## src/rtl/uart_pkg.sv

```systemverilog
// uart_pkg: shared byte type, echo FSM states and default sizing for the UART echo responder
package uart_pkg;
  typedef logic [7:0] byte_t;
  typedef enum logic [1:0] {IDLE, REQ, BUSY, GAP} echo_state_t;
  localparam int DEF_DEPTH = 8;
  localparam int DEF_GAP_CYCLES = 16;
  localparam int DEF_REQ_TIMEOUT = 1024;
  function automatic int max_int(input int a, input int b);
    return (a > b) ? a : b;
  endfunction
endpackage

```

## src/rtl/uart_byte_fifo.sv

```systemverilog
// uart_byte_fifo: circular first-word-fall-through byte FIFO; a push on full is taken only alongside a pop
module uart_byte_fifo
  import uart_pkg::*;
#(
  parameter int DEPTH = DEF_DEPTH
) (
  input  logic                   clk,
  input  logic                   rst,
  input  logic                   push,
  input  logic                   pop,
  input  byte_t                  din,
  output byte_t                  dout,
  output logic [$clog2(DEPTH):0] count,
  output logic                   full,
  output logic                   empty
);
  localparam int AW = $clog2(DEPTH);
  byte_t mem [DEPTH];
  logic [AW-1:0] rd_q, rd_d, wr_q, wr_d;
  logic [AW:0] count_q, count_d;
  logic do_push, do_pop;
  always_comb begin
    full = count_q == (AW+1)'(DEPTH);
    empty = count_q == '0;
    do_pop = pop & ~empty;
    do_push = push & (~full | do_pop);
    rd_d = do_pop ? rd_q + 1'b1 : rd_q;
    wr_d = do_push ? wr_q + 1'b1 : wr_q;
    count_d = count_q + (AW+1)'(do_push) - (AW+1)'(do_pop);
  end
  always_ff @(posedge clk) begin
    if (rst) begin
      rd_q <= '0;
      wr_q <= '0;
      count_q <= '0;
    end else begin
      rd_q <= rd_d;
      wr_q <= wr_d;
      count_q <= count_d;
    end
  end
  always_ff @(posedge clk) begin
    if (do_push) mem[wr_q] <= din;
  end
  assign dout = mem[rd_q];
  assign count = count_q;
endmodule

```

## src/rtl/uart_echo_responder.sv

```systemverilog
// uart_echo_responder: buffers error-free rx bytes and re-sends them over the tx handshake; UART_ECHO_STATS_EN adds rx/drop/tx counters
module uart_echo_responder
  import uart_pkg::*;
#(
  parameter int DEPTH = DEF_DEPTH,
  parameter int GAP_CYCLES = DEF_GAP_CYCLES,
  parameter int REQ_TIMEOUT = DEF_REQ_TIMEOUT
) (
  input  logic                   clk,
  input  logic                   rst,
  input  logic [7:0]             rx_data,
  input  logic                   rx_busy,
  input  logic                   rx_pkt_drop,
  output logic [7:0]             tx_data,
  output logic                   tx_wr_en,
  input  logic                   tx_busy,
  output logic [$clog2(DEPTH):0] fifo_count,
  output logic                   overflow,
  output logic                   tx_timeout
`ifdef UART_ECHO_STATS_EN
  ,
  output logic [15:0]            rx_count,
  output logic [15:0]            drop_count,
  output logic [15:0]            tx_count
`endif
);
  localparam int TW = $clog2(max_int(GAP_CYCLES, REQ_TIMEOUT) + 1);
  logic rx_busy_q;
  logic byte_ev, push, pop, lost, fifo_full, fifo_empty;
  byte_t head;
  echo_state_t state_q, state_d;
  logic [TW-1:0] timer_q, timer_d;
  byte_t tx_data_q, tx_data_d;
  logic tx_wr_en_q, tx_wr_en_d, overflow_q, overflow_d, tx_timeout_q, tx_timeout_d;

  uart_byte_fifo #(.DEPTH(DEPTH)) u_fifo (
    .clk   (clk),
    .rst   (rst),
    .push  (push),
    .pop   (pop),
    .din   (rx_data),
    .dout  (head),
    .count (fifo_count),
    .full  (fifo_full),
    .empty (fifo_empty)
  );

  always_comb begin
    byte_ev = rx_busy_q & ~rx_busy;
    push = byte_ev & ~rx_pkt_drop;
    pop = (state_q == REQ) & tx_busy;
    lost = push & fifo_full & ~pop;
    overflow_d = overflow_q | lost;
    state_d = state_q;
    timer_d = timer_q;
    tx_data_d = tx_data_q;
    tx_wr_en_d = tx_wr_en_q;
    tx_timeout_d = tx_timeout_q;
    case (state_q)
      IDLE: if (!fifo_empty) begin
        tx_data_d = head;
        tx_wr_en_d = 1'b1;
        timer_d = '0;
        state_d = REQ;
      end
      REQ: if (tx_busy) begin
        tx_wr_en_d = 1'b0;
        state_d = BUSY;
      end else if (timer_q == TW'(REQ_TIMEOUT - 1)) begin
        // abandon the request but keep the head byte for the next attempt
        tx_wr_en_d = 1'b0;
        tx_timeout_d = 1'b1;
        timer_d = '0;
        state_d = GAP;
      end else begin
        timer_d = timer_q + 1'b1;
      end
      BUSY: if (!tx_busy) begin
        timer_d = '0;
        state_d = GAP;
      end
      GAP: begin
        state_d = (timer_q == TW'(GAP_CYCLES - 1)) ? IDLE : GAP;
        timer_d = (timer_q == TW'(GAP_CYCLES - 1)) ? timer_q : timer_q + 1'b1;
      end
      default: state_d = IDLE;
    endcase
  end

  always_ff @(posedge clk) begin
    if (rst) begin
      rx_busy_q <= 1'b0;
      state_q <= IDLE;
      timer_q <= '0;
      tx_data_q <= '0;
      tx_wr_en_q <= 1'b0;
      overflow_q <= 1'b0;
      tx_timeout_q <= 1'b0;
    end else begin
      rx_busy_q <= rx_busy;
      state_q <= state_d;
      timer_q <= timer_d;
      tx_data_q <= tx_data_d;
      tx_wr_en_q <= tx_wr_en_d;
      overflow_q <= overflow_d;
      tx_timeout_q <= tx_timeout_d;
    end
  end

  assign tx_data = tx_data_q;
  assign tx_wr_en = tx_wr_en_q;
  assign overflow = overflow_q;
  assign tx_timeout = tx_timeout_q;

`ifdef UART_ECHO_STATS_EN
  logic [15:0] rx_cnt_q, rx_cnt_d, drop_cnt_q, drop_cnt_d, tx_cnt_q, tx_cnt_d;
  always_comb begin
    rx_cnt_d = (push & ~lost & ~&rx_cnt_q) ? rx_cnt_q + 1'b1 : rx_cnt_q;
    drop_cnt_d = (((byte_ev & rx_pkt_drop) | lost) & ~&drop_cnt_q) ? drop_cnt_q + 1'b1 : drop_cnt_q;
    tx_cnt_d = (pop & ~&tx_cnt_q) ? tx_cnt_q + 1'b1 : tx_cnt_q;
  end
  always_ff @(posedge clk) begin
    if (rst) begin
      rx_cnt_q <= '0;
      drop_cnt_q <= '0;
      tx_cnt_q <= '0;
    end else begin
      rx_cnt_q <= rx_cnt_d;
      drop_cnt_q <= drop_cnt_d;
      tx_cnt_q <= tx_cnt_d;
    end
  end
  assign rx_count = rx_cnt_q;
  assign drop_count = drop_cnt_q;
  assign tx_count = tx_cnt_q;
`endif
endmodule

```

## config.mk

```make
export PLATFORM = sky130hd
export DESIGN_NAME = uart_echo_responder
export DESIGN_NICKNAME = d
export VERILOG_FILES = /design/src/rtl/uart_pkg.sv /design/src/rtl/uart_byte_fifo.sv /design/src/rtl/uart_echo_responder.sv
export SDC_FILE = /design/constraint.sdc
export NUM_CORES = 1
export LEC_CHECK = 0
export CAP_MARGIN = 25
export CORE_MARGIN = 3
export CORE_UTILIZATION = 55
export DETAILED_ROUTE_END_ITERATION = 7
export DONT_BUFFER_PORTS = 1
export MAX_ROUTING_LAYER = met4
export PLACE_DENSITY = 0.75
export SLEW_MARGIN = 20
export SYNTH_ARGS = -nofsm -noshare
export SYNTH_HDL_FRONTEND = slang
export SYNTH_SLANG_ARGS = --single-unit
```

## constraint.sdc

```tcl
create_clock -name clk -period 2.75 [get_ports clk]
set_input_delay 0.55 -clock clk [delete_from_list [all_inputs] [get_ports clk]]
set_output_delay 0.55 -clock clk [all_outputs]
set_load 0.1 [all_outputs]
```

# Word level (Yosys, flattened, before mapping)
# Memories as Yosys holds them, arrays and structs flattened. A register that Yosys moved wholly into a read port is not among the register bits.
# Cells that the tools add are included.
# op_classes
bitwise_logic	15
n_mux	18
addsub	5
eq_ne	11
reduce_logical	8
# ops
op	n
$mux 11	5
$pmux 11 s4	1
$add 11x1->11 const B	1
$eq 11x10->1 const B	1
$eq 11x4->1 const B	1
$mux 2	5
$reduce_and 3->1	3
$ne 2x2->1 const B	4
$pmux 2 s4	1
$and 1x1->1	7
$add 3x1->3 const B	2
$not 1->1	6
$mux 1	5
$add 4x1->4	1
$eq 2x2->1 const B	2
$eq 4x4->1 const B	1
$logic_not 4->1	1
$reduce_and 4->1	1
$sub 4x1->4	1
$ne 3x2->1 const B	1
$eq 2x1->1 const B	1
$logic_not 2->1	1
$or 1x1->1	2
$pmux 1 s2	1
2 further kinds	2
# totals
ram_bits	64
mem_count	1
regBits	27
out_inout_bits	15
input_bits	13
# memory_table
memory	depth	width	rd	rd_clocked_by_memory_dff	wr	line	rtl
u_fifo.mem	8	8	1	1	1	uart_byte_fifo.sv:18	byte_t mem [DEPTH];

# Depth between registers and ports, before layout
# Gate-level depths: netlist of run 1.
# logic_depth
word_depth	7
depth_mapped	11

# Cells and area by module
# A second synthesis of run 1 with hierarchy kept.
# hier_totals
cells_unflattened	330
area_unflattened_um2	4421.7
# by_module_without_submodules
module	n_inst	area_each_um2	seq_area_each_um2	cells_each
uart_byte_fifo	1	3181.8	2182.1	183
uart_echo_responder	1	1239.9	500.5	147

# Worst setup path before layout of run 1
# OpenSTA, ideal clock, no wires.
# synth_timing
path_type	register to register
from	reg u_fifo.count_q[2] (netlist: u_fifo.count[2])
to	mem u_fifo.mem[2][0] (netlist bit) (enable)
setup_time_ns	0.398
t_required_ns	2.352
slack_ns	-0.635
stages_incl_launch_ff	7
arrival_time_ns	2.987
period_less_slack_ns	3.385
path_cell_list	dfxtp_1 inv_1 ha_1 nor3b_2 nor2_2 o21ai_1 nor4b_1
# synth_via
elab_chain_cells	7
# synth_lines
element	line	rtl
start, declared	uart_byte_fifo.sv:20	logic [AW:0] count_q, count_d;
start signal, assigned	uart_byte_fifo.sv:39	count_q <= count_d;
$logic_not 4->1	uart_byte_fifo.sv:24	empty = count_q == '0;
$not 1->1	uart_byte_fifo.sv:25	do_pop = pop & ~empty;
$and 1x1->1	uart_byte_fifo.sv:25	
named net u_fifo.do_pop	uart_byte_fifo.sv:21	logic do_push, do_pop;
$or 1x1->1	uart_byte_fifo.sv:26	do_push = push & (~full | do_pop);
$and 1x1->1	uart_byte_fifo.sv:26	
$mux 1	uart_byte_fifo.sv:43	if (do_push) mem[wr_q] <= din;
$mux 1 (implied by the code)	uart_byte_fifo.sv:43	
end, declared	uart_byte_fifo.sv:18	
# The timed path passes the listed nets, and every way through them passes these cells.

# Final worst setup path of run 1
# layout_timing
from	reg u_fifo.count_q[2] (netlist: u_fifo.count[2])
to	reg u_fifo.count_q[2] (netlist: u_fifo.count[2])
# layout_via
elab_chain_cells	7
# layout_lines
element	line	rtl
$logic_not 4->1	uart_byte_fifo.sv:24	
$not 1->1	uart_byte_fifo.sv:25	
$and 1x1->1	uart_byte_fifo.sv:25	
named net u_fifo.do_pop	uart_byte_fifo.sv:21	
$or 1x1->1	uart_byte_fifo.sv:26	
$and 1x1->1	uart_byte_fifo.sv:26	
named net u_fifo.do_push	uart_byte_fifo.sv:21	
$add 4x1->4	uart_byte_fifo.sv:29	count_d = count_q + (AW+1)'(do_push) - (AW+1)'(do_pop);
$sub 4x1->4	uart_byte_fifo.sv:29	
# The timed path passes the listed nets, and every way through them passes these cells.
# A chain may end at the register's enable or synchronous reset.

==> impl_metrics.xml, run 1 <==
<?xml version="1.0" encoding="UTF-8"?>
<metrics>
  <group name="critical_path">
    <metric name="critical_path.reg2reg.startpoint" unit="">u_fifo.count[2]</metric>
    <metric name="setup.worst_path.class" unit="">flop to flop</metric>
    <metric name="worst-path-stages" unit="">10</metric>
    <metric name="category_of_the_worst_setup_path_capture_point" unit="">flop</metric>
    <metric name="cp_max_stage_delay" unit="ns">0.38</metric>
    <metric name="cell_by_cell_listing_of_the_critical_path" unit="">inv_1 &gt; ha_1 &gt; nor3b_2 &gt; nor2_2 &gt; o21ai_1 &gt; inv_2 &gt; ha_1 &gt; fa_1 &gt; xnor2_1 &gt; nor2_1</metric>
    <metric name="kind_of_cell_with_the_highest_combined_delay_on_the_critical_path" unit="">adder cells</metric>
    <metric name="critical_path_buf_inv_count" unit="">2</metric>
    <metric name="crit-reg2reg-capture" unit="">u_fifo.count[2]</metric>
    <metric name="cell_depth_of_the_worst_flop_to_flop_path" unit="">10</metric>
    <metric name="critical_path.startpoint_type" unit="">flop</metric>
    <metric name="slowest_stage" unit="">o21ai_1</metric>
    <metric name="worst_ep_arrival_time" unit="ns">2.71</metric>
    <metric name="register_to_register_path_setup_slack" unit="ns">0.29</metric>
    <metric name="crit_path_max_fanout" unit="">6</metric>
    <metric name="critical-path-top-cell-by-count" unit="">ha_1</metric>
    <metric name="worstPathRequired" unit="ns">3.00</metric>
  </group>
  <group name="logic_synthesis">
    <metric name="synth_xor_area_share" unit="%">2.98</metric>
    <metric name="post-synth-top-area-cell" unit="">edfxtp_1</metric>
    <metric name="count_of_flip_flops_with_a_built_in_enable_after_synthesis" unit="">64</metric>
    <metric name="post_synth_mux_area_share" unit="%">11.1</metric>
    <metric name="synth_async_sr_flop_share" unit="%">0</metric>
    <metric name="yosysUniqueCellTypes" unit="">50</metric>
    <metric name="register_bit_total_from_synthesis" unit="">99</metric>
    <metric name="share_of_yosys_cell_area_claimed_by_the_top_area_cell_type" unit="%">46.6</metric>
    <metric name="ys_top_cells_by_area" unit="">edfxtp_1 47%, dfxtp_1 17%, mux4_2 8.7%, nor2_1 2.8%, ha_1 2.7%</metric>
    <metric name="postSynthCellCount" unit="">289</metric>
    <metric name="post_synthesis_simple_gate_area_fraction" unit="%">11.9</metric>
    <metric name="mappedNetlistNets" unit="">312</metric>
    <metric name="synth_warnings" unit="">0</metric>
    <metric name="synth_top_family_by_area" unit="">simple AND/OR/NAND/NOR gates</metric>
    <metric name="share_of_synthesized_area_occupied_by_flip_flops_and_latches" unit="%">63.7</metric>
    <metric name="synth_compound_gate_area_share" unit="%">4.52</metric>
    <metric name="syn_avg_cell_area" unit="sq um">14.3</metric>
    <metric name="synth.cell_area" unit="sq um">4120</metric>
    <metric name="adder_and_majority_cell_fraction_of_the_synthesized_area" unit="%">3.22</metric>
    <metric name="most_instantiated_flip_flop_cell_in_the_synthesis_netlist" unit="">edfxtp_1</metric>
  </group>
  <group name="timing">
    <metric name="timing_hold_violations_final" unit="">0</metric>
    <metric name="final_min_period_over_clock_period" unit="%">89.3</metric>
    <metric name="timing.setup.tns" unit="ns">0</metric>
    <metric name="max_freq" unit="MHz">407</metric>
    <metric name="slew-limit-headroom" unit="%">34.1</metric>
    <metric name="tightest_slew" unit="ns">0.988</metric>
    <metric name="timing.final.crit_period" unit="ns">2.46</metric>
    <metric name="whs" unit="ns">0.248</metric>
    <metric name="clock_skew" unit="ns">0.00959</metric>
    <metric name="maxSlewViolCount" unit="">0</metric>
    <metric name="setup_viol_count_final" unit="">0</metric>
    <metric name="rsz_0062_raised_after_global_routing" unit="">false</metric>
  </group>
  <group name="cts">
    <metric name="postCtsHoldBufs" unit="">0</metric>
    <metric name="cts_inserted_buffers" unit="">9</metric>
    <metric name="clk_pin_slew_worst_paths" unit="ns">0.10</metric>
    <metric name="tritoncts" unit="">yes</metric>
    <metric name="postCtsSetupRepairBufs" unit="">0</metric>
    <metric name="post_cts.resized_instances" unit="">0</metric>
    <metric name="max-clock-path-buffers" unit="">2</metric>
    <metric name="clock_latency" unit="ns">0.35</metric>
    <metric name="cts_root_buf" unit="">clkbuf_8</metric>
    <metric name="h_tree_level_count" unit="">3</metric>
    <metric name="cts.sink_count" unit="">99</metric>
  </group>
  <group name="power_and_ir_drop">
    <metric name="cellLeakagePower" unit="nW">1.45</metric>
    <metric name="areal_power_density_over_the_cells" unit="nW/um^2">892</metric>
    <metric name="vdd.ir_drop.worst" unit="V">0.000523</metric>
  </group>
  <group name="final_layout">
    <metric name="mostFrequentLayoutCell" unit="">edfxtp_1</metric>
    <metric name="syn_to_final_growth" unit="%">9.20</metric>
    <metric name="antennaDiodeCount" unit="">0</metric>
    <metric name="final_layout_size_suffix_gt1_share" unit="%">21.2</metric>
    <metric name="layout_common_cells" unit="">64 x edfxtp_1, 33 x dfxtp_1, 31 x nor2_1</metric>
    <metric name="post_layout_net_count" unit="">325</metric>
    <metric name="multi_input_area" unit="sq um">1410</metric>
    <metric name="seq_area" unit="sq um">2630</metric>
    <metric name="num-fill-cells" unit="">538</metric>
  </group>
  <group name="die">
    <metric name="die_w" unit="um">92.6</metric>
    <metric name="core" unit="sq um">7020</metric>
    <metric name="floorplan.die.height" unit="um">92.6</metric>
    <metric name="ioPinCount" unit="">28</metric>
    <metric name="start_util" unit="%">58.7</metric>
    <metric name="die-area" unit="sq um">8570</metric>
    <metric name="floorplan.rows" unit="">30</metric>
  </group>
  <group name="placed_design">
    <metric name="port_buffers" unit="">0</metric>
    <metric name="finalWeightedCongestion" unit="">0.809</metric>
    <metric name="hpwlAfterDp" unit="um">4840</metric>
  </group>
  <group name="global_route">
    <metric name="grt_antenna_before_repair" unit="">0</metric>
    <metric name="global_route.usage.met1" unit="%">24.2</metric>
    <metric name="grt.busiest_layer" unit="">met2</metric>
    <metric name="grt_remaining_overflow" unit="">0</metric>
    <metric name="grt_start_max_net_pins" unit="">26</metric>
    <metric name="globalRouteTotalUtil" unit="%">19.0</metric>
    <metric name="grt_pass1_vias" unit="">2309</metric>
    <metric name="met2_usage" unit="%">30.8</metric>
    <metric name="global_route.usage.met3" unit="%">5.04</metric>
    <metric name="grt_first_pass_wirelength" unit="um">12000</metric>
  </group>
  <group name="detailed_routing">
    <metric name="drt-initial-drc-count" unit="">176</metric>
    <metric name="post-route-drc-count" unit="">0</metric>
    <metric name="antenna_violating_nets_left" unit="">0</metric>
    <metric name="viasPerCell" unit="">5.63</metric>
    <metric name="detailroute.via_count" unit="">2269</metric>
    <metric name="drt_first_pass_iters" unit="">4</metric>
    <metric name="finalWirelength" unit="um">7100</metric>
    <metric name="wire_per_inst" unit="um">17.6</metric>
  </group>
  <group name="worst_hold_path">
    <metric name="worstHoldStart" unit="">rst</metric>
    <metric name="worst_hold_path.endpoint" unit="">u_fifo.count[3]</metric>
    <metric name="timing.hold.worst_path_depth" unit="">1</metric>
    <metric name="worst_hold_path_type" unit="">input port to flop</metric>
  </group>
  <group name="run">
    <metric name="max-cap-violations" unit="">0</metric>
  </group>
  <group name="status">
    <metric name="status" unit="">complete, no violations</metric>
  </group>
</metrics>
-- cells by family after synthesis --
logic type / Yosys count
compound gates: 26
xor+xnor: 14
fa+ha+maj: 10
buf+inv: 24
flops: 99
mux: 25
simple gates: 91
-- power breakdown --
group | switching [mW] | internal, mW | total (mW)
clock network | 0.513 | 0.345 | 0.858
registers | 0.573 | 1.69 | 2.27
logic | 0.538 | 0.351 | 0.889
total | 1.62 | 2.39 | 4.01
-- through the flow --
stage / instance area [sq um] / instances / setup WS [ns] / total power, mW / utilization, %
3_3_place_gp: 4320 / 387 / 0.359 / 3.17 / 61.5
5_1_grt: 4500 / 403 / 0.0308 / 4.23 / 64.1
3_5_place_dp: 4320 / 387 / 0.293 / 3.20 / 61.5
6_report: 4500 / 403 / 0.294 / 4.01 / 64.1
2_1_floorplan: 4150 / 289 / -0.134 / 3.06 / -
4_1_cts: 4500 / 403 / 0.274 / 4.05 / 64.1
-- cell type report --
class	instances	share of cell area (%)
Timing Repair Buffer	16	2.67
Tap cell	96	2.67
Multi-Input combinational cell	166	31.4
Clock buffer	9	2.75
Clock inverter	7	1.31
Inverter	10	0.834
Sequential cell	99	58.3
-- cell usage after synthesis, types with 2 or more instances --
cell type and instances:
nand3_1 5, nor2_1 31, dfxtp_1 35, buf_2 4
nor2b_1 3, mux4_2 16, xnor2_1 12, nand3b_1 2
buf_6 2, inv_1 9, a21o_1 2, xor2_1 2
nand2_1 14, nor3_1 8, edfxtp_1 64, clkbuf_1 7
nor3b_1 4, a21oi_1 8, nor4b_1 2, a211oi_1 8
mux2i_1 8, nor4_1 7, ha_1 9
-- metal layers --
layer	routed length [um]	up-vias	part of all wire (%)
met5	0	-	0
met4	31	0	0.44
met3	335	4	4.7
met2	3570	44	50
met1	3160	1113	45
li1	-	1108	-
-- state kept, by name, summed over array words and instances, names as in the netlist, 2 cells and up --
name          flops
tx_data           8
u_fifo.rd_q       3
timer_q          11
state_q           2
u_fifo.count      4
u_fifo.mem       64
u_fifo.wr_q       3
-- worst max-delay path by stage --
stage                          from                to  slack (ns)
global placement    u_fifo.count[2]   u_fifo.count[2]        0.36
finish              u_fifo.count[2]   u_fifo.count[2]        0.29
CTS                 u_fifo.count[2]   u_fifo.count[2]        0.27
global route        u_fifo.count[2]   u_fifo.count[2]        0.03
floorplan           u_fifo.count[2]  u_fifo.mem[0][0]       -0.13
detailed placement  u_fifo.count[2]   u_fifo.count[2]        0.29
Power figures use the tool's default switching activity.
==> run 2, diff against run 1 <==
CORE_MARGIN = default   (was 3)
clock period = 2.4 ns   (was 2.75 ns; I/O delays follow)
==> run 2 against run 1 <==
- routed wire length is essentially flat
- critical endpoint is now u_fifo.count[3]
- largest cell class unchanged
- power grew 19%
- critical path depth grew 1
- register-to-register slack is essentially flat
- via count grew 3.9%
- clock power grew 14%
- largest power group unchanged
==> impl_metrics.xml, run 2 (synthesis gave the netlist of run 1 again) <==
<?xml version="1.0" encoding="UTF-8"?>
<metrics>
  <group name="critical_path">
    <metric name="crit_path_max_fanout" unit="">3</metric>
    <metric name="critical_path.startpoint_type" unit="">flop</metric>
    <metric name="cell_depth_of_the_worst_flop_to_flop_path" unit="">11</metric>
    <metric name="setup.worst_path.class" unit="">flop to flop</metric>
    <metric name="category_of_the_worst_setup_path_capture_point" unit="">flop</metric>
    <metric name="worstPathRequired" unit="ns">2.66</metric>
    <metric name="worst_ep_arrival_time" unit="ns">2.37</metric>
  </group>
  <group name="worst_hold_path">
    <metric name="timing.hold.worst_path_depth" unit="">1</metric>
    <metric name="worst_hold_path_type" unit="">input port to flop</metric>
  </group>
  <group name="power_and_ir_drop">
    <metric name="switching_share" unit="%">39.4</metric>
    <metric name="netSwitchingPower" unit="mW">1.88</metric>
    <metric name="power_frac_comb" unit="%">37.2</metric>
    <metric name="cellLeakagePower" unit="nW">1.54</metric>
    <metric name="pwr-share-clk" unit="%">20.5</metric>
    <metric name="vdd.ir_drop.worst" unit="V">0.000488</metric>
    <metric name="seqPwrFrac" unit="%">42.3</metric>
    <metric name="areal_power_density_over_the_cells" unit="nW/um^2">1020</metric>
    <metric name="internal-power" unit="mW">2.89</metric>
  </group>
  <group name="cts">
    <metric name="post_cts.resized_instances" unit="">0</metric>
    <metric name="cts.sink_count" unit="">99</metric>
    <metric name="cts_inserted_buffers" unit="">9</metric>
    <metric name="h_tree_level_count" unit="">3</metric>
    <metric name="tritoncts" unit="">yes</metric>
    <metric name="cts_root_buf" unit="">clkbuf_8</metric>
    <metric name="clock_latency" unit="ns">0.36</metric>
    <metric name="clk_pin_slew_worst_paths" unit="ns">0.10</metric>
    <metric name="max-clock-path-buffers" unit="">2</metric>
    <metric name="postCtsSetupRepairBufs" unit="">0</metric>
    <metric name="postCtsHoldBufs" unit="">0</metric>
  </group>
  <group name="final_layout">
    <metric name="syn_to_final_growth" unit="%">13.4</metric>
    <metric name="registers.top_by_ff_count" unit="">u_fifo.mem</metric>
    <metric name="layout_common_cells" unit="">64 x edfxtp_1, 33 x buf_4, 31 x dfxtp_1</metric>
    <metric name="antennaDiodeCount" unit="">0</metric>
    <metric name="fin_area" unit="sq um">4670</metric>
    <metric name="flip_flop_count_of_the_largest_register_all_copies_and_words_added" unit="">64</metric>
    <metric name="final_layout_size_suffix_gt1_share" unit="%">27.2</metric>
    <metric name="finish.cell_count_without_fillers" unit="">422</metric>
    <metric name="post_layout_net_count" unit="">342</metric>
    <metric name="mostFrequentLayoutCell" unit="">edfxtp_1</metric>
  </group>
  <group name="detailed_routing">
    <metric name="detailroute.via_count" unit="">2357</metric>
    <metric name="viasPerCell" unit="">5.59</metric>
    <metric name="drt_first_pass_iters" unit="">4</metric>
    <metric name="drt-initial-drc-count" unit="">141</metric>
    <metric name="wire_per_inst" unit="um">16.8</metric>
    <metric name="antenna_violating_nets_left" unit="">0</metric>
    <metric name="post-route-drc-count" unit="">0</metric>
    <metric name="finalWirelength" unit="um">7100</metric>
  </group>
  <group name="global_route">
    <metric name="globalRouteTotalUtil" unit="%">21.5</metric>
    <metric name="grt_first_pass_wirelength" unit="um">11700</metric>
    <metric name="grt_pass1_vias" unit="">2208</metric>
    <metric name="grt_start_max_net_pins" unit="">26</metric>
    <metric name="grt_antenna_before_repair" unit="">0</metric>
    <metric name="grt_remaining_overflow" unit="">0</metric>
  </group>
  <group name="timing">
    <metric name="maxSlewViolCount" unit="">0</metric>
    <metric name="clock_skew" unit="ns">0.0127</metric>
    <metric name="slew-limit-headroom" unit="%">57.1</metric>
    <metric name="max_freq" unit="MHz">474</metric>
    <metric name="setup_viol_count_final" unit="">0</metric>
    <metric name="timing_hold_violations_final" unit="">0</metric>
    <metric name="final_min_period_over_clock_period" unit="%">87.8</metric>
    <metric name="timing.final.crit_period" unit="ns">2.11</metric>
    <metric name="timing.setup.tns" unit="ns">0</metric>
    <metric name="tightest_slew" unit="ns">0.637</metric>
    <metric name="rsz_0062_raised_after_global_routing" unit="">false</metric>
  </group>
  <group name="status">
    <metric name="status" unit="">complete, no violations</metric>
  </group>
  <group name="die">
    <metric name="die-area" unit="sq um">7840</metric>
    <metric name="start_util" unit="%">56.8</metric>
    <metric name="floorplan.die.height" unit="um">88.6</metric>
    <metric name="floorplan.rows" unit="">31</metric>
    <metric name="die_w" unit="um">88.6</metric>
    <metric name="core" unit="sq um">7250</metric>
    <metric name="ioPinCount" unit="">28</metric>
  </group>
  <group name="placed_design">
    <metric name="port_buffers" unit="">0</metric>
    <metric name="postPlaceCellArea" unit="sq um">4490</metric>
    <metric name="cell_total_after_placement" unit="">407</metric>
    <metric name="finalWeightedCongestion" unit="">0.796</metric>
    <metric name="hpwlAfterDp" unit="um">4730</metric>
  </group>
  <group name="run">
    <metric name="max-cap-violations" unit="">0</metric>
  </group>
</metrics>
## run 2: worst paths after layout
| kind | start | to | slack [ns] |
|---|---|---|---|
| worst max-delay path | u_fifo.count[2] | u_fifo.count[3] | 0.29 |
| worst min-delay path | rst | u_fifo.count[1] | 0.18 |
| worst max register to register | u_fifo.count[2] | u_fifo.count[3] | 0.29 |
| worst min register to register | timer_q[1] | timer_q[1] | 0.48 |
## run 2: critical path, stage by stage (launching register included)
cell	delay (ns)
dfxtp_4	0.35
inv_1	0.10
ha_1	0.18
nor3b_2	0.21
nor2_2	0.08
ha_1	0.27
inv_1	0.04
ha_1	0.20
a21o_1	0.18
a21oi_1	0.18
xnor2_1	0.15
nor2_1	0.06
## run 2: routing by layer
layer | vias up | GRT usage [%] | part of all wire (%) | wire, um
met5 | - | - | 0 | 0
met4 | 0 | 6.16 | 0.99 | 70
met3 | 9 | 6.34 | 6.4 | 451
met2 | 61 | 31.5 | 48 | 3400
met1 | 1143 | 29.4 | 45 | 3180
li1 | 1144 | - | - | -
## run 2: layout make-up
class / count / area [sq um]
flip-flops and latches: 99 / 2630
fillers: 554 / 2580
multi-input cells: 166 / 1450
repair buffers: 33 / 248
clock buffers: 9 / 124
well taps: 99 / 124
clock inverters: 6 / 55.1
inverters: 10 / 37.5
## run 2: power by group through the flow
stage	clock network [mW]	logic [mW]	registers [mW]
floorplan	0	0.767	2.75
finish	0.981	1.78	2.02
global route	1.08	1.92	2.04
CTS	1.01	1.79	2.02
global placement	0	1.76	2.06
detailed placement	0	1.79	2.06
## run 2: through the flow
| step | hold slack (ns) | util (%) | setup slack [ns] | total power [mW] |
|---|---|---|---|---|
| final | 0.178 | 64.4 | 0.292 | 4.78 |
| after global routing | 0.143 | 64.4 | 0.0973 | 5.03 |
| after CTS | 0.139 | 64.4 | 0.285 | 4.82 |
| after detailed placement | 0.467 | 62.0 | 0.309 | 3.85 |
| after global placement | 0.459 | 62.0 | 0.363 | 3.82 |
| after floorplan | 0.454 | - | -0.0146 | 3.52 |
==> RTL edit (settings of run 1) <==
`DEF_REQ_TIMEOUT`: 1024 -> 2048.
--- a/src/rtl/uart_pkg.sv
+++ b/src/rtl/uart_pkg.sv
@@ -4,7 +4,7 @@
   typedef enum logic [1:0] {IDLE, REQ, BUSY, GAP} echo_state_t;
   localparam int DEF_DEPTH = 8;
   localparam int DEF_GAP_CYCLES = 16;
-  localparam int DEF_REQ_TIMEOUT = 1024;
+  localparam int DEF_REQ_TIMEOUT = 2048;
   function automatic int max_int(input int a, input int b);
     return (a > b) ? a : b;
   endfunction
Function: same outputs for any inputs over 10 cycles, from zero or initial values and one cycle with rst high; that may be too few to reach the edited logic, so the function may still have changed.
==> RTL edit against run 1 <==
  * Setup slack improved by 0.12 ns
  * Via count increased by 12%
  * Combinational power grew 8.8%
  * Sequential cell count rose by 1
  * Sequential share of layout area is 1.7 points lower
  * Final area up 3.7%
  * Routed wire length rose by 9.2%
  * Area after synthesis increased by 5.1%
  * Power is 4.2% lower
  * Largest power group unchanged
  * Cell count up 6.5%
==> RTL edit: results (changes against run 1) <==
Timing:
- The final worst clock skew was 0.00875 ns (was 0.00959 ns).
- The slew of the pin with the lowest slew margin is 0.977 ns (was 0.988 ns).
- The post-route minimum period is 2.33 ns (was 2.46 ns).

GRT:
- The first-pass GRT wire length was 13.0 mm (was 12.0 mm).
- The largest net degree at the start of global routing is 28 (was 26).

Drt:
- The count of vias placed by the detailed router is 2552 (was 2269).
- The initial DRC count was 151 (was 176).

Critical path:
- The highest cell delay on the worst timing path was 0.60 ns (was 0.38 ns).
- The setup slack on the worst flop-to-flop path is 0.42 ns (was 0.29 ns).
- The largest fanout of any net on the critical path was 12 (was 6).
- The worst setup path startpoint is state_q[0]$_SDFFE_PP0P_ (was u_fifo.count[2]$_SDFF_PP0_).
- The critical path arrival came to 2.59 ns (was 2.71 ns).
- The top cell family by delay on the critical path is flip-flops (was adder cells).
- The depth of the worst register-to-register path is 9 (was 10).
- The cell with the largest stage delay on the worst path is dfxtp_1 (was o21ai_1).

Final layout:
- The number of nets in the layout is 348 (was 325).
- The post-route non-filler standard cell count was 429 (was 403).
- The layout filler cell count is 582 (was 538).
- The fraction of layout instances using a drive strength above 1 came to 0.194 (was 0.212).

Outcome:
- Status: finished clean (unchanged).

Placed design:
- The instance area after placement was 4490 sq um (was 4320 sq um).
- The placed cell count came to 413 (was 387).
- The weighted congestion at the end of routability-driven global placement came to 0.866 (was 0.809).

Logic synthesis:
- The area fraction in compound gates after synthesis is 0.0783 (was 0.0452).
- The post-synth net total was 335 (was 312).
- The share of synthesized area occupied by flip-flops and latches came to 0.610 (was 0.637).
- The unique cell type count in the Yosys netlist came to 55 (was 50).
- Top cells by instance count after synthesis: edfxtp_1 (64), dfxtp_1 (36), nor2_1 (23), mux4_2 (16), a211oi_1 (13) (was edfxtp_1 (64), dfxtp_1 (35), nor2_1 (31), mux4_2 (16), nand2_1 (14)).
- Top area cells in the synthesized netlist: edfxtp_1 (44%), dfxtp_1 (17%), mux4_2 (8.3%), ha_1 (2.6%), mux2i_1 (2.3%) (was edfxtp_1 (47%), dfxtp_1 (17%), mux4_2 (8.7%), nor2_1 (2.8%), ha_1 (2.7%)).
- The xor and xnor area share after synthesis is 0.00809 (was 0.0298).

Power and ir drop:
- The static leakage is 1.51 nW (was 1.45 nW).
RTL edit: cell types whose count changed after synthesis, sizes merged, moves of 3 or more:
| cell | delta |
|---|---|
| or3b | +4 |
| o21ai | +5 |
| nand3 | +6 |
| a211oi | +6 |
| o22ai | +5 |
| nor2 | -9 |
| or4 | +5 |
| nor4 | -6 |
| xnor2 | -10 |
| o31ai | +3 |
| nand2b | +5 |
RTL edit: worst min-delay path by stage:
stage / from / to / slack, ns / cells past startpoint
floorplan: timer_q[11]$_SDFFE_PP0P_ / timer_q[11]$_SDFFE_PP0P_ / 0.45 / 2
global placement: timer_q[11]$_SDFFE_PP0P_ / timer_q[11]$_SDFFE_PP0P_ / 0.46 / 2
detailed placement: timer_q[10]$_SDFFE_PP0P_ / timer_q[10]$_SDFFE_PP0P_ / 0.48 / 2
CTS: rst / u_fifo.count[3]$_SDFF_PP0_ / 0.23 / 1
global route: rst / overflow$_SDFF_PP0_ / 0.23 / 1
finish: rst / u_fifo.count[3]$_SDFF_PP0_ / 0.25 / 1
RTL edit: stage by stage:
step | util | hold WS [ns]
final | 0.627 | 0.249
after CTS | 0.627 | 0.232
after detailed placement | 0.603 | 0.477
after global placement | 0.603 | 0.464
after global routing | 0.627 | 0.231
after floorplan | - | 0.452
RTL edit: area by class of cell:
class,count,area share
Clock buffer,10,0.0273
Clock inverter,6,0.0105
Inverter,9,0.00724
Multi-Input combinational cell,186,0.331
Sequential cell,100,0.567
Tap cell,99,0.0265
Timing Repair Buffer,19,0.0306
RTL edit: report_power, final:
group	internal, mW	total (mW)	switching, mW
combinational	0.378	0.967	0.589
sequential	1.68	2.03	0.350
clock	0.339	0.842	0.503
RTL edit: metal layers:
layer  GRT usage  part of all wire
met5           -                 0
met4      0.0733             0.012
met3      0.0478             0.050
met1       0.264              0.44
met2       0.307              0.50
